`config.mk`:
```
export PLATFORM = sky130hd
export DESIGN_NAME = updown_sweep_ctrl
export DESIGN_NICKNAME = d
export VERILOG_FILES = /design/src/rtl/updown_sweep_ctrl.sv
export SDC_FILE = /design/constraint.sdc
export NUM_CORES = 1
export LEC_CHECK = 0
export CAP_MARGIN = 20
export CORE_MARGIN = 5
export CORE_UTILIZATION = 45
export CTS_CLUSTER_DIAMETER = 60
export DETAILED_ROUTE_END_ITERATION = 8
export PLACE_DENSITY = 0.7
export SLEW_MARGIN = 40
export SYNTH_ARGS = -nofsm -noshare
export SYNTH_HDL_FRONTEND = slang
export SYNTH_SLANG_ARGS = --single-unit
```
`constraint.sdc`:
```
create_clock -name clk -period 4.4 [get_ports clk]
set_input_delay 0.44 -clock clk [delete_from_list [all_inputs] [get_ports clk]]
set_output_delay 0.44 -clock clk [all_outputs]
set_load 0.03 [all_outputs]
```
`src/rtl/updown_sweep_ctrl.sv`:
```
// Sequencer for a WIDTH-bit up/down counter: paced sweeps between latched bounds,
// a fixed number of round trips per start, and a direct-load path while idle.
module updown_sweep_ctrl #(
    parameter int WIDTH      = 4,
    parameter int PRESCALE   = 4,
    parameter int NUM_SWEEPS = 2
) (
    input  logic             clk,
    input  logic             reset,
    input  logic             start,
    input  logic             stop,
    input  logic [WIDTH-1:0] lo_bound,
    input  logic [WIDTH-1:0] hi_bound,
    input  logic             load_req,
    input  logic [WIDTH-1:0] load_value,
    input  logic [WIDTH-1:0] count_in,
    output logic             cnt_enable,
    output logic             cnt_set,
    output logic [WIDTH-1:0] cnt_set_value,
    output logic             cnt_up_down,
    output logic             busy,
    output logic             load_ack,
    output logic             sweep_done,
    output logic             bound_err
);

    typedef enum logic [2:0] {
        S_IDLE = 3'd0,
        S_INIT = 3'd1,
        S_UP   = 3'd2,
        S_DOWN = 3'd3,
        S_DONE = 3'd4
    } state_t;

    localparam logic [7:0] PRE_RELOAD = 8'(PRESCALE - 1);
    localparam logic [3:0] SWEEP_LAST = 4'(NUM_SWEEPS);

    state_t           state_q, state_d;
    logic [7:0]       presc_q, presc_d;
    logic [3:0]       sweep_q, sweep_d;
    logic [WIDTH-1:0] lo_q, lo_d, hi_q, hi_d;
    logic             en_q, en_d, set_q, set_d, ud_q, ud_d, busy_q, busy_d;
    logic             ack_q, ack_d, done_q, done_d, err_q, err_d;
    logic [WIDTH-1:0] sv_q, sv_d;
    logic             tick_s;

    assign tick_s = (presc_q == 8'd0);

    // Next-state logic; output registers are loaded with the value for the coming cycle
    always_comb begin
        state_d = state_q;
        presc_d = presc_q;
        sweep_d = sweep_q;
        lo_d    = lo_q;
        hi_d    = hi_q;
        en_d    = 1'b0;
        set_d   = 1'b0;
        sv_d    = '0;
        ud_d    = 1'b0;
        ack_d   = 1'b0;
        done_d  = 1'b0;
        err_d   = 1'b0;
        case (state_q)
            S_IDLE: begin
                if (stop) begin
                    state_d = S_IDLE;
                end else if (start) begin
                    if (lo_bound < hi_bound) begin
                        lo_d    = lo_bound;
                        hi_d    = hi_bound;
                        sweep_d = 4'd0;
                        state_d = S_INIT;
                        set_d   = 1'b1;
                        sv_d    = lo_bound;
                        ud_d    = 1'b1;
                    end else begin
                        err_d = 1'b1;
                    end
                end else if (load_req) begin
                    set_d = 1'b1;
                    sv_d  = load_value;
                    ack_d = 1'b1;
                end else begin
                    state_d = S_IDLE;
                end
            end
            S_INIT: begin
                if (stop) begin
                    state_d = S_IDLE;
                end else begin
                    presc_d = PRE_RELOAD;
                    state_d = S_UP;
                    ud_d    = 1'b1;
                end
            end
            S_UP: begin
                if (stop) begin
                    state_d = S_IDLE;
                end else if (tick_s) begin
                    presc_d = PRE_RELOAD;
                    if (count_in == hi_q) begin
                        state_d = S_DOWN;
                    end else begin
                        en_d = 1'b1;
                        ud_d = 1'b1;
                    end
                end else begin
                    presc_d = presc_q - 8'd1;
                    ud_d    = 1'b1;
                end
            end
            S_DOWN: begin
                if (stop) begin
                    state_d = S_IDLE;
                end else if (tick_s) begin
                    presc_d = PRE_RELOAD;
                    if (count_in == lo_q) begin
                        sweep_d = sweep_q + 4'd1;
                        if (sweep_d == SWEEP_LAST) begin
                            state_d = S_DONE;
                            done_d  = 1'b1;
                        end else begin
                            state_d = S_UP;
                            ud_d    = 1'b1;
                        end
                    end else begin
                        en_d = 1'b1;
                    end
                end else begin
                    presc_d = presc_q - 8'd1;
                end
            end
            S_DONE: begin
                state_d = S_IDLE;
            end
            default: begin
                state_d = S_IDLE;
            end
        endcase
        busy_d = (state_d != S_IDLE);
    end

    // State and registered outputs
    always_ff @(posedge clk or posedge reset) begin
        if (reset) begin
            state_q <= S_IDLE;
            presc_q <= 8'd0;
            sweep_q <= 4'd0;
            lo_q    <= '0;
            hi_q    <= '0;
            en_q    <= 1'b0;
            set_q   <= 1'b0;
            sv_q    <= '0;
            ud_q    <= 1'b0;
            busy_q  <= 1'b0;
            ack_q   <= 1'b0;
            done_q  <= 1'b0;
            err_q   <= 1'b0;
        end else begin
            state_q <= state_d;
            presc_q <= presc_d;
            sweep_q <= sweep_d;
            lo_q    <= lo_d;
            hi_q    <= hi_d;
            en_q    <= en_d;
            set_q   <= set_d;
            sv_q    <= sv_d;
            ud_q    <= ud_d;
            busy_q  <= busy_d;
            ack_q   <= ack_d;
            done_q  <= done_d;
            err_q   <= err_d;
        end
    end

    assign cnt_enable    = en_q;
    assign cnt_set       = set_q;
    assign cnt_set_value = sv_q;
    assign cnt_up_down   = ud_q;
    assign busy          = busy_q;
    assign load_ack      = ack_q;
    assign sweep_done    = done_q;
    assign bound_err     = err_q;

endmodule

```
; ---- Word-level counts from Yosys, hierarchy flattened
; Cells that the tools add are included.
[classes]
addsub = 2
magnitude_cmp = 1
n_eq_ne = 14
n_mux = 63
bitwise = 1
n_reduce_logical = 9
[op_table]
columns = cell, n
row1 = 2-to-1 mux 4 bit, 11
row2 = 2-to-1 mux 3 bit, 11
row3 = 2-to-1 mux 1 bit, 32
row4 = 2-to-1 mux 8 bit, 3
row5 = "!= test 2 bit, second input constant", 8
row6 = one-hot mux 8 bit (2 select lines), 1
row7 = one-hot mux 3 bit (4 select lines), 1
row8 = equality test 4 bit, 2
row9 = zero test 8 bit, 1
row10 = one-hot mux 4 bit (2 select lines), 1
row11 = "subtractor 8 x 1 -> 8 bit, second input constant", 1
row12 = AND reduction 7 bit, 1
row13 = "equality test 3 x 2 -> 1 bit, second input constant", 2
row14 = "adder 4 x 1 -> 4 bit, second input constant", 1
row15 = "equality test 4 x 2 -> 1 bit, second input constant", 1
row16 = less-than comparator 4 bit, 1
row17 = one-hot mux 1 bit (4 select lines), 1
row18 = AND reduction 4 bit, 1
row19 = nonzero test 2 bit, 2
row20 = "equality test 3 x 1 -> 1 bit, second input constant", 1
row21 = zero test 3 bit, 1
row22 = AND reduction 3 bit, 1
row23 = nonzero test 3 bit, 1
row24 = 2-to-1 mux 2 bit, 1
row25 = other kinds (3), 3
[totals]
ff_bits = 34
inputBits = 21
out_inout_bits = 11
wordCells = 103

; ---- Depth between registers and ports, before layout
; Gate-level depths: netlist (run 1).
[logic_depth]
word_depth = 8
mapped_depth = 8
mapped_depth_nobuf = 7

; ---- Worst setup path after synthesis (run 1)
; No wires, ideal clock.
[synth_timing]
path_type = input-to-reg
start = input port hi_bound[1]
end = register hi_q[0]
setup_ns = 0.128
arrival_ns = 1.734
required_ns = 4.272
path_slack_ns = 2.539
stages = 6
n_path_buf = 1
path_cell_list = inv_1 > ha_1 > a2111oi_2 > o21ai_2 > buf_2 > mux2_1
[synth_via]
elab_chain_cells = 2
[synth_lines]
columns = element, line_no
row1 = start: declaration, 13  ; input logic [WIDTH-1:0] hi_bound,
row2 = less-than comparator 4 bit, 68  ; if (lo_bound < hi_bound) begin
row3 = AND reduction 4 bit (no line), -
row4 = end signal: assignment, 164  ; hi_q <= hi_d;
row5 = end: declaration, 41  ; logic [WIDTH-1:0] lo_q, lo_d, hi_q, hi_d;
; No other way between the ends.
; A chain may end at the register's enable or synchronous reset.

; ---- Worst setup path after layout (run 1)
[layout_timing]
start = input port lo_bound[1]
end = register sweep_q[3]
[layout_via]
elab_chain_cells = 3
[layout_lines]
columns = element, line_no
row1 = start: declaration, 12  ; input logic [WIDTH-1:0] lo_bound,
row2 = less-than comparator 4 bit, 68
row3 = != test 2 bit (no line), -
row4 = AND reduction 7 bit (no line), -
row5 = end signal: assignment, 162  ; sweep_q <= sweep_d;
row6 = end: declaration, 40  ; logic [3:0] sweep_q, sweep_d;
; No other way between the ends.

==> impl_metrics.toml, run 1 <==
[cells_and_area]
final_cell_mix = "dfrtp_1 (34), clkdlybuf4s50_1 (31), nor2_1 (19), xor2_1 (10), inv_1 (10)"
fin_nets = 229
syn_to_final_growth_pct = 25.5
antenna_cells = 0
final_common_cell = "dfrtp_1"
final_area_um2 = 2200
drive_above_1_share = 0.125

[detailed_routing]
drc = 0
routed_wl_um = 3610
via_count = 1292
antenna_left = 0
wl_per_cell_um = 14.6
viasPerCell = 5.21
firstDrtPassIters = 4
drt-initial-drc-count = 58

[worst_setup_path]
crit_path_max_fanout = 15
max_stage_delay_ps = 460
r2r_end = "presc_q[6]"
r2r_slack_ps = 2370
regToRegStartpoint = "presc_q[2]"
crit_family = "compound AO/OA/AOI/OAI gates"
cp.required_ps = 4570
cp_cell_sequence = "clkdlybuf4s50_1 > ha_1 > a2111oi_2 > o21ai_2 > a22o_1 > a21o_1"
start_kind = "input port"
cpMaxStageDelayCell = "clkdlybuf4s50_1"
worstSetupEndpointType = "flop"
crit_type = "in2reg"
arrival_ps = 2300
ff2ff_path_depth = 5
cp.buffers_inverters = 1

[min_path]
min_path_type = "reg2reg"
hold_start = "hi_q[0]"
hold-path-endpoint = "hi_q[0]"
hold_depth = 1

[sta]
slew_violations = 0
finalCritPeriodShare = 0.485
setup_viol = 0
rsz0062_at_grt = "false"
finalSetupTns_ps = 0
worst_pin_slew_ps = 654
maxSlewHeadroom = 0.561
fmax_ghz = 0.468
final.min_clock_period_ps = 2140
finalHoldViolations = 0
finClkSkew_ps = 4.73

[power_and_ir_drop]
switching_share = 0.283
p_leak_nw = 0.985
p_clk_frac = 0.286
seqPwrFrac = 0.488
irDropWorstVdd_mv = 0.207
intPower_w = 0.000560
power.density_nw_per_um2 = 356
switchingPower_w = 0.000221
comb_power_share = 0.226

[floorplanning]
start_util = 0.471
die_y_um = 72.3
core_area_um2 = 3720
ioPinCount = 32
dieArea_um2 = 5230
floorplan.rows = 22
dieWidth_um = 72.3

[place]
gp_congestion = 0.781
dpl.hpwl_um = 2710
portBuffers = 31
dpl_cell_area_um2 = 2110

[cts]
cts_tree = "done"
clock_latency_ps = 280
cts_setup_buffers = 0
clk_pin_slew_ps = 60
cts_hold_buf = 0
h-tree-depth = 2
root_buffer = "clkbuf_8"
cts_buffers = 5
clock_path_buffers = 2
cts-resized-gates = 0
clock_sinks = 34

[yosys]
dominantRegCellSynth = "dfrtp_1"
synth_seq_cells = 34
ys_warn_count = 0
synth_edf_count = 0
synth_nets = 193
synthCells = 165
avgSynthCellArea_um2 = 10.6
synth_cell_types = 42
ys_async_sr_fraction = 1.00
ys_seq_area_frac = 0.486
synth.cell_area_um2 = 1750

[global_routing]
grt_pass1_wl_um = 6180
grt_pass1_vias = 1308
overflow = 0
grt_max_degree = 35
grt_usage = 0.155
antenna_found_initial = 0

[status]
outcome = "finished, final reports clean"

[flow_run]
cap_viol_max_count = 0
flip-flops by register name (all words and copies together), names as in the netlist:
register / count
busy: 1
sweep_done: 1
sweep_q: 4
cnt_set: 1
presc_q: 8
hi_q: 4
cnt_set_value: 4
cnt_up_down: 1
bound_err: 1
state_q: 3
cnt_enable: 1
load_ack: 1
lo_q: 4
per-layer routing:
layer / vias up / share of wire / track usage
li1: 647 / - / -
met1: 603 / 0.48 / 0.213
met2: 36 / 0.45 / 0.230
met3: 6 / 0.062 / 0.0457
met4: 0 / 0.014 / 0.0605
met5: - / 0 / 0
worst max-delay path by stage:
stage,startpoint,to,slack (ps),cells after the start
after floorplan,hi_bound[1],hi_q[0],2540,6
after global routing,lo_bound[1],sweep_q[3],2140,6
after global placement,hi_bound[1],sweep_q[3],1990,7
after detailed placement,lo_bound[1],sweep_q[3],1950,6
after CTS,lo_bound[1],sweep_q[3],2230,6
final,lo_bound[1],sweep_q[3],2260,6
metrics by stage:
| step | setup WS, ps | hold WS, ps | std cells | utilization | total power (W) |
|---|---|---|---|---|---|
| 6_report | 2260 | 517 | 248 | 0.591 | 0.000781 |
| 5_1_grt | 2140 | 527 | 248 | 0.591 | 0.000823 |
| 4_1_cts | 2230 | 520 | 248 | 0.591 | 0.000789 |
| 3_5_place_dp | 1950 | 506 | 242 | 0.569 | 0.000564 |
| 3_3_place_gp | 1990 | 496 | 242 | 0.569 | 0.000562 |
| 2_1_floorplan | 2540 | 470 | 165 | - | 0.000504 |
synthesized netlist by cell type (2+ instances only):
cell type / instances / area (um^2)
dfrtp_1: 34 / 851
nor2_1: 19 / 71.3
inv_1: 10 / 37.5
xor2_1: 10 / 87.6
nand2_1: 9 / 33.8
ha_1: 7 / 87.6
a22o_1: 5 / 43.8
nor3_1: 5 / 25.0
o21ai_0: 5 / 25.0
or2_2: 5 / 31.3
xnor2_1: 5 / 43.8
mux2_2: 4 / 45.0
nand2b_1: 4 / 25.0
nand3_1: 4 / 20.0
nor4_1: 3 / 18.8
a21o_1: 2 / 15.0
a21oi_1: 2 / 10.0
a22oi_1: 2 / 15.0
buf_2: 2 / 10.0
nand3b_1: 2 / 15.0
nand4_1: 2 / 12.5
nor4_2: 2 / 25.0
o21a_1: 2 / 15.0
o22ai_1: 2 / 12.5
area by class of cell:
| class | count | area, um^2 |
|---|---|---|
| sequential | 34 | 851 |
| multi-input combinational | 118 | 847 |
| inverter | 10 | 37.5 |
| clock buffer | 6 | 82.6 |
| tap | 48 | 60.1 |
| timing repair buffer | 32 | 318 |
| fill | 323 | 1520 |
worst register-to-register path, delay by kind of cell, from the launching register on:
family           cells  cell delay (ps)
flip-flops           1              430
AND/OR/NAND/NOR      5             1460
kinds of logic after synthesis:
kind of cell    after synthesis  synth area share
mux                           6            0.0379
compound gates               26             0.111
simple gates                 64             0.210
xor+xnor                     15            0.0751
fa+ha+maj                     7            0.0501
buf+inv                      13            0.0293
flops                        34             0.486
power groups by stage:
stage	clock network [W]	registers, W	logic, W
final	0.000223	0.000381	0.000177
after global routing	0.000239	0.000387	0.000196
after CTS	0.000228	0.000382	0.000179
after detailed placement	0	0.000387	0.000177
after floorplan	0	0.000395	0.000110
after global placement	0	0.000386	0.000175
Note: power is estimated with default switching activity, not from simulation.
==> run 2, diff against run 1 <==
--- a/config.mk
+++ b/config.mk
@@ -10,7 +10,7 @@
 export CORE_UTILIZATION = 45
 export CTS_CLUSTER_DIAMETER = 60
 export DETAILED_ROUTE_END_ITERATION = 8
-export PLACE_DENSITY = 0.7
+export PLACE_DENSITY = 0.73
 export SLEW_MARGIN = 40
 export SYNTH_ARGS = -nofsm -noshare
 export SYNTH_HDL_FRONTEND = slang
==> constraint.sdc (replaced) <==
create_clock -name clk -period 1.89 [get_ports clk]
set_input_delay 0.189 -clock clk [delete_from_list [all_inputs] [get_ports clk]]
set_output_delay 0.189 -clock clk [all_outputs]
set_load 0.03 [all_outputs]
==> impl_metrics.toml, run 2 (synthesis results as in run 1) <==
[cells_and_area]
syn_to_final_growth_pct = 38.9
fin_util = 0.654
fin_nets = 253
final_cell_mix = "dfrtp_1 (34), clkdlybuf4s50_1 (31), buf_4 (25), nor2_1 (19)"
fin_cells = 274
final_common_cell = "dfrtp_1"
regMostFlops = "presc_q"
drive_above_1_share = 0.226
largest_reg_flops = 8
antenna_cells = 0

[status]
outcome = "finished, final reports clean"

[sta]
slew_violations = 0
fmax_ghz = 0.552
whs_ps = 303
finClkSkew_ps = 2.69
timing.final.ws_setup_ps = 77.2
setup_viol = 0
worst_pin_slew_ps = 566
finalCritPeriodShare = 0.959
finalHoldViolations = 0
maxSlewHeadroom = 0.613
final.min_clock_period_ps = 1810

[cts]
clk_pin_slew_ps = 60
clock_path_buffers = 2
h-tree-depth = 2
cts_hold_buf = 0
clock_sinks = 34
root_buffer = "clkbuf_8"
cts_tree = "done"
cts_buffers = 5
clock_latency_ps = 280

[global_routing]
grt_pass1_vias = 1474
grt_usage = 0.164
antenna_found_initial = 0
overflow = 0
grt_max_degree = 35
grt_pass1_wl_um = 6590

[detailed_routing]
via_count = 1389
viasPerCell = 5.07
wl_met3_um = 177
firstDrtPassIters = 4
top_layer = "met4"
drt-met1-wl_um = 1720
drt-initial-drc-count = 71
drc = 0
wl_met2_um = 1820
wl_per_cell_um = 13.8
routed_wl_um = 3790
antenna_left = 0

[worst_setup_path]
arrival_ps = 1980
ff2ff_path_depth = 5
worstSetupEndpointType = "flop"
crit_path_max_fanout = 3
cp.depth = 8
r2r_slack_ps = 80
regToRegStartpoint = "presc_q[2]"
cp.buffers_inverters = 2
cp_cell_sequence = "clkdlybuf4s50_1 > inv_1 > ha_1 > o21a_1 > nor2_1 > or2_2 > a21o_1 > a221o_1"
crit_family = "compound AO/OA/AOI/OAI gates"
max_stage_delay_ps = 450
setup.worst_path.end = "cnt_up_down"
r2r_end = "sweep_q[3]"
cp-startpoint = "hi_bound[2]"
cp.required_ps = 2060
start_kind = "input port"
cpMaxStageDelayCell = "clkdlybuf4s50_1"
crit_type = "in2reg"

[power_and_ir_drop]
irDropWorstVdd_mv = 0.440
p_leak_nw = 1.12
power.density_nw_per_um2 = 814
total_power_w = 0.00198

[floorplanning]
die_y_um = 72.3
ioPinCount = 32
start_util = 0.471
floorplan.rows = 22
dieWidth_um = 72.3
core_area_um2 = 3720
dieArea_um2 = 5230

[place]
gp_congestion = 0.799
dp_cells = 266
portBuffers = 31
dpl.hpwl_um = 2930
dp_slack_ps = -263

[flow_run]
cap_viol_max_count = 0

[min_path]
min_path_type = "in2async"
[run 2: worst min-delay path: stages]
cell and delay, ps:
clkdlybuf4s50_1 400, inv_1 50, buf_4 370
[run 2: cell type report]
| class | instances | area [um^2] |
|---|---|---|
| Inverter | 10 | 37.5 |
| Timing Repair Buffer | 56 | 498 |
| Clock buffer | 8 | 110 |
| Sequential cell | 34 | 851 |
| Fill cell | 291 | 1290 |
| Multi-Input combinational cell | 118 | 873 |
| Tap cell | 48 | 60.1 |
[run 2: worst min-delay path by stage]
stage | from | end | slack [ps] | cells past startpoint
3_5_place_dp | hi_q[2] | hi_q[2] | 500 | 2
6_report | reset | load_ack | 300 | 3
2_1_floorplan | start | load_ack | 280 | 1
5_1_grt | reset | sweep_q[3] | 380 | 3
4_1_cts | reset | lo_q[0] | 320 | 3
3_3_place_gp | hi_q[2] | hi_q[2] | 490 | 2
[run 2: through the flow]
stage          cell area [um^2]  TNS (ps)
4_1_cts                    2400         0
2_1_floorplan              1750         0
3_5_place_dp               2290     -3310
5_1_grt                    2430     -21.8
6_report                   2430         0
3_3_place_gp               2290     -2440
[run 2: what timing repair did]
item,4_1_cts,5_1_grt
endpoints found under the setup margin,0,5
gates resized for setup,0,3
buffers inserted,0,0
[run 2: per-layer routing]
metal,GRT usage,vias up
li1,-,695
met3,0.0512,9
met5,0,-
met2,0.257,33
met1,0.207,652
met4,0.0710,0
[run 2: report_power, final]
group	switching [W]	internal, W	total [W]
Sequential	0.0000659	0.000820	0.000886
Clock	0.000248	0.000367	0.000616
Combinational	0.000229	0.000247	0.000476
==> run 3, diff against run 2 <==
--- a/config.mk
+++ b/config.mk
@@ -11,6 +11,7 @@
 export CTS_CLUSTER_DIAMETER = 60
 export DETAILED_ROUTE_END_ITERATION = 8
 export PLACE_DENSITY = 0.73
+export RECOVER_POWER = 50
 export SLEW_MARGIN = 40
 export SYNTH_ARGS = -nofsm -noshare
 export SYNTH_HDL_FRONTEND = slang
==> impl_metrics.toml, run 3 (synthesis results as in run 1) <==
[sta]
finClkSkew_ps = 2.69
setup_viol = 0
timing.final.ws_setup_ps = 77.1
maxSlewHeadroom = 0.451
finalCritPeriodShare = 0.959
final.min_clock_period_ps = 1810
fmax_ghz = 0.552
whs_ps = 499
slew_violations = 0
finalHoldViolations = 0
worst_pin_slew_ps = 823

[worst_setup_path]
start_kind = "input port"
r2r_end = "sweep_q[3]"
worstSetupEndpointType = "flop"
crit_family = "compound AO/OA/AOI/OAI gates"
cp_cell_sequence = "clkdlybuf4s50_1 > inv_1 > ha_1 > o21a_1 > nor2_1 > or2_2 > a21o_1 > a221o_1"
regToRegStartpoint = "presc_q[2]"
cpMaxStageDelayCell = "clkdlybuf4s50_1"
r2r_slack_ps = 80
crit_type = "in2reg"
ff2ff_path_depth = 5
crit_path_max_fanout = 3
cp.buffers_inverters = 2
cp.required_ps = 2060
max_stage_delay_ps = 450
arrival_ps = 1980

[cts]
clock_latency_ps = 280
clock_sinks = 34
cts_buffers = 5
clock_path_buffers = 2
clk_pin_slew_ps = 70
cts_setup_buffers = 0
h-tree-depth = 2
root_buffer = "clkbuf_8"
cts_tree = "done"
cts_hold_buf = 0

[detailed_routing]
routed_wl_um = 3780
via_count = 1389
viasPerCell = 5.07
drt-initial-drc-count = 72
antenna_left = 0
firstDrtPassIters = 4
drc = 0
wl_per_cell_um = 13.8

[floorplanning]
floorplan.rows = 22
start_util = 0.471
dieWidth_um = 72.3
die_y_um = 72.3
core_area_um2 = 3720
dieArea_um2 = 5230
ioPinCount = 32

[cells_and_area]
syn_to_final_growth_pct = 38.6
antenna_cells = 0
regArea_um2 = 851
fill_cells = 293
final_cell_mix = "dfrtp_1 (34), clkdlybuf4s50_1 (26), buf_4 (23), nor2_1 (19)"
fin_cells = 274
largest_reg_flops = 8
regMostFlops = "presc_q"
multi_input_area_um2 = 873
fin_nets = 253
final_common_cell = "dfrtp_1"
fin_util = 0.652
drive_above_1_share = 0.221

[flow_run]
cap_viol_max_count = 0

[power_and_ir_drop]
total_power_w = 0.00197
irDropWorstVdd_mv = 0.440
p_leak_nw = 1.13
power.density_nw_per_um2 = 814

[global_routing]
antenna_found_initial = 0
grt_usage = 0.164
grt_max_degree = 35
grt_pass1_vias = 1474
overflow = 0
grt_pass1_wl_um = 6590

[place]
dpl.hpwl_um = 2930
portBuffers = 31
gp_congestion = 0.799
dp_slack_ps = -263
dp_cells = 266

[min_path]
min_path_type = "in2reg"
hold_depth = 3
hold-path-endpoint = "hi_q[1]"
hold_start = "hi_bound[1]"

[status]
outcome = "finished, final reports clean"
-- run 3: cell types whose count changed in the layout (fill, tap and decap cells not counted) --
cell,change
clkdlybuf4s50_1,-5
clkbuf_1,+1
dlygate4sd3_1,+5
buf_4,-2
clkbuf_2,+1
-- run 3: power breakdown --
part	leakage [nW]	internal (W)	switching [W]
Combinational	0.625	0.000243	0.000229
Sequential	0.443	0.000820	0.0000657
Clock	0.0575	0.000367	0.000248
Total	1.13	0.00143	0.000542
-- run 3: through the flow --
step | TNS (ps) | cell area [um^2]
after global placement | -2440 | 2290
after CTS | 0 | 2400
final | 0 | 2420
after global routing | -21.8 | 2420
after detailed placement | -3310 | 2290
after floorplan | 0 | 1750
-- run 3: worst register-to-register path, stage by stage, from the launching register on --
cell     delay [ps]
dfrtp_1         440
nor4_4          410
nand3_4         100
or3_1           390
a22o_1          200
a21o_1          170
-- run 3: per-layer routing --
| metal | vias up | wire length (um) | part of all wire | GRT usage |
|---|---|---|---|---|
| li1 | 695 | - | - | - |
| met1 | 652 | 1710 | 0.45 | 0.207 |
| met2 | 33 | 1820 | 0.48 | 0.257 |
| met3 | 9 | 177 | 0.047 | 0.0512 |
| met4 | 0 | 76 | 0.020 | 0.0710 |
| met5 | - | 0 | 0 | 0 |
-- run 3: worst max path at each step --
stage	slack (ps)	to	cells after the start	from
2_1_floorplan	150	sweep_q[3]	5	presc_q[2]
3_3_place_gp	-210	sweep_q[3]	7	hi_bound[1]
5_1_grt	-10	cnt_up_down	8	hi_bound[3]
3_5_place_dp	-260	sweep_q[0]	7	hi_bound[1]
4_1_cts	30	sweep_q[0]	7	hi_bound[1]
6_report	80	cnt_up_down	8	hi_bound[2]
-- run 3: layout make-up --
| cell class | instances | area share |
|---|---|---|
| clock buffer | 8 | 0.0454 |
| inverter | 10 | 0.0155 |
| multi-input combinational | 118 | 0.360 |
| sequential | 34 | 0.351 |
| tap | 48 | 0.0248 |
| timing repair buffer | 56 | 0.203 |
-- run 3: timing repair --
item	4_1_cts	5_1_grt
hold endpoints to repair	0	0
gates resized for setup	0	3
endpoints found under the setup margin	0	5
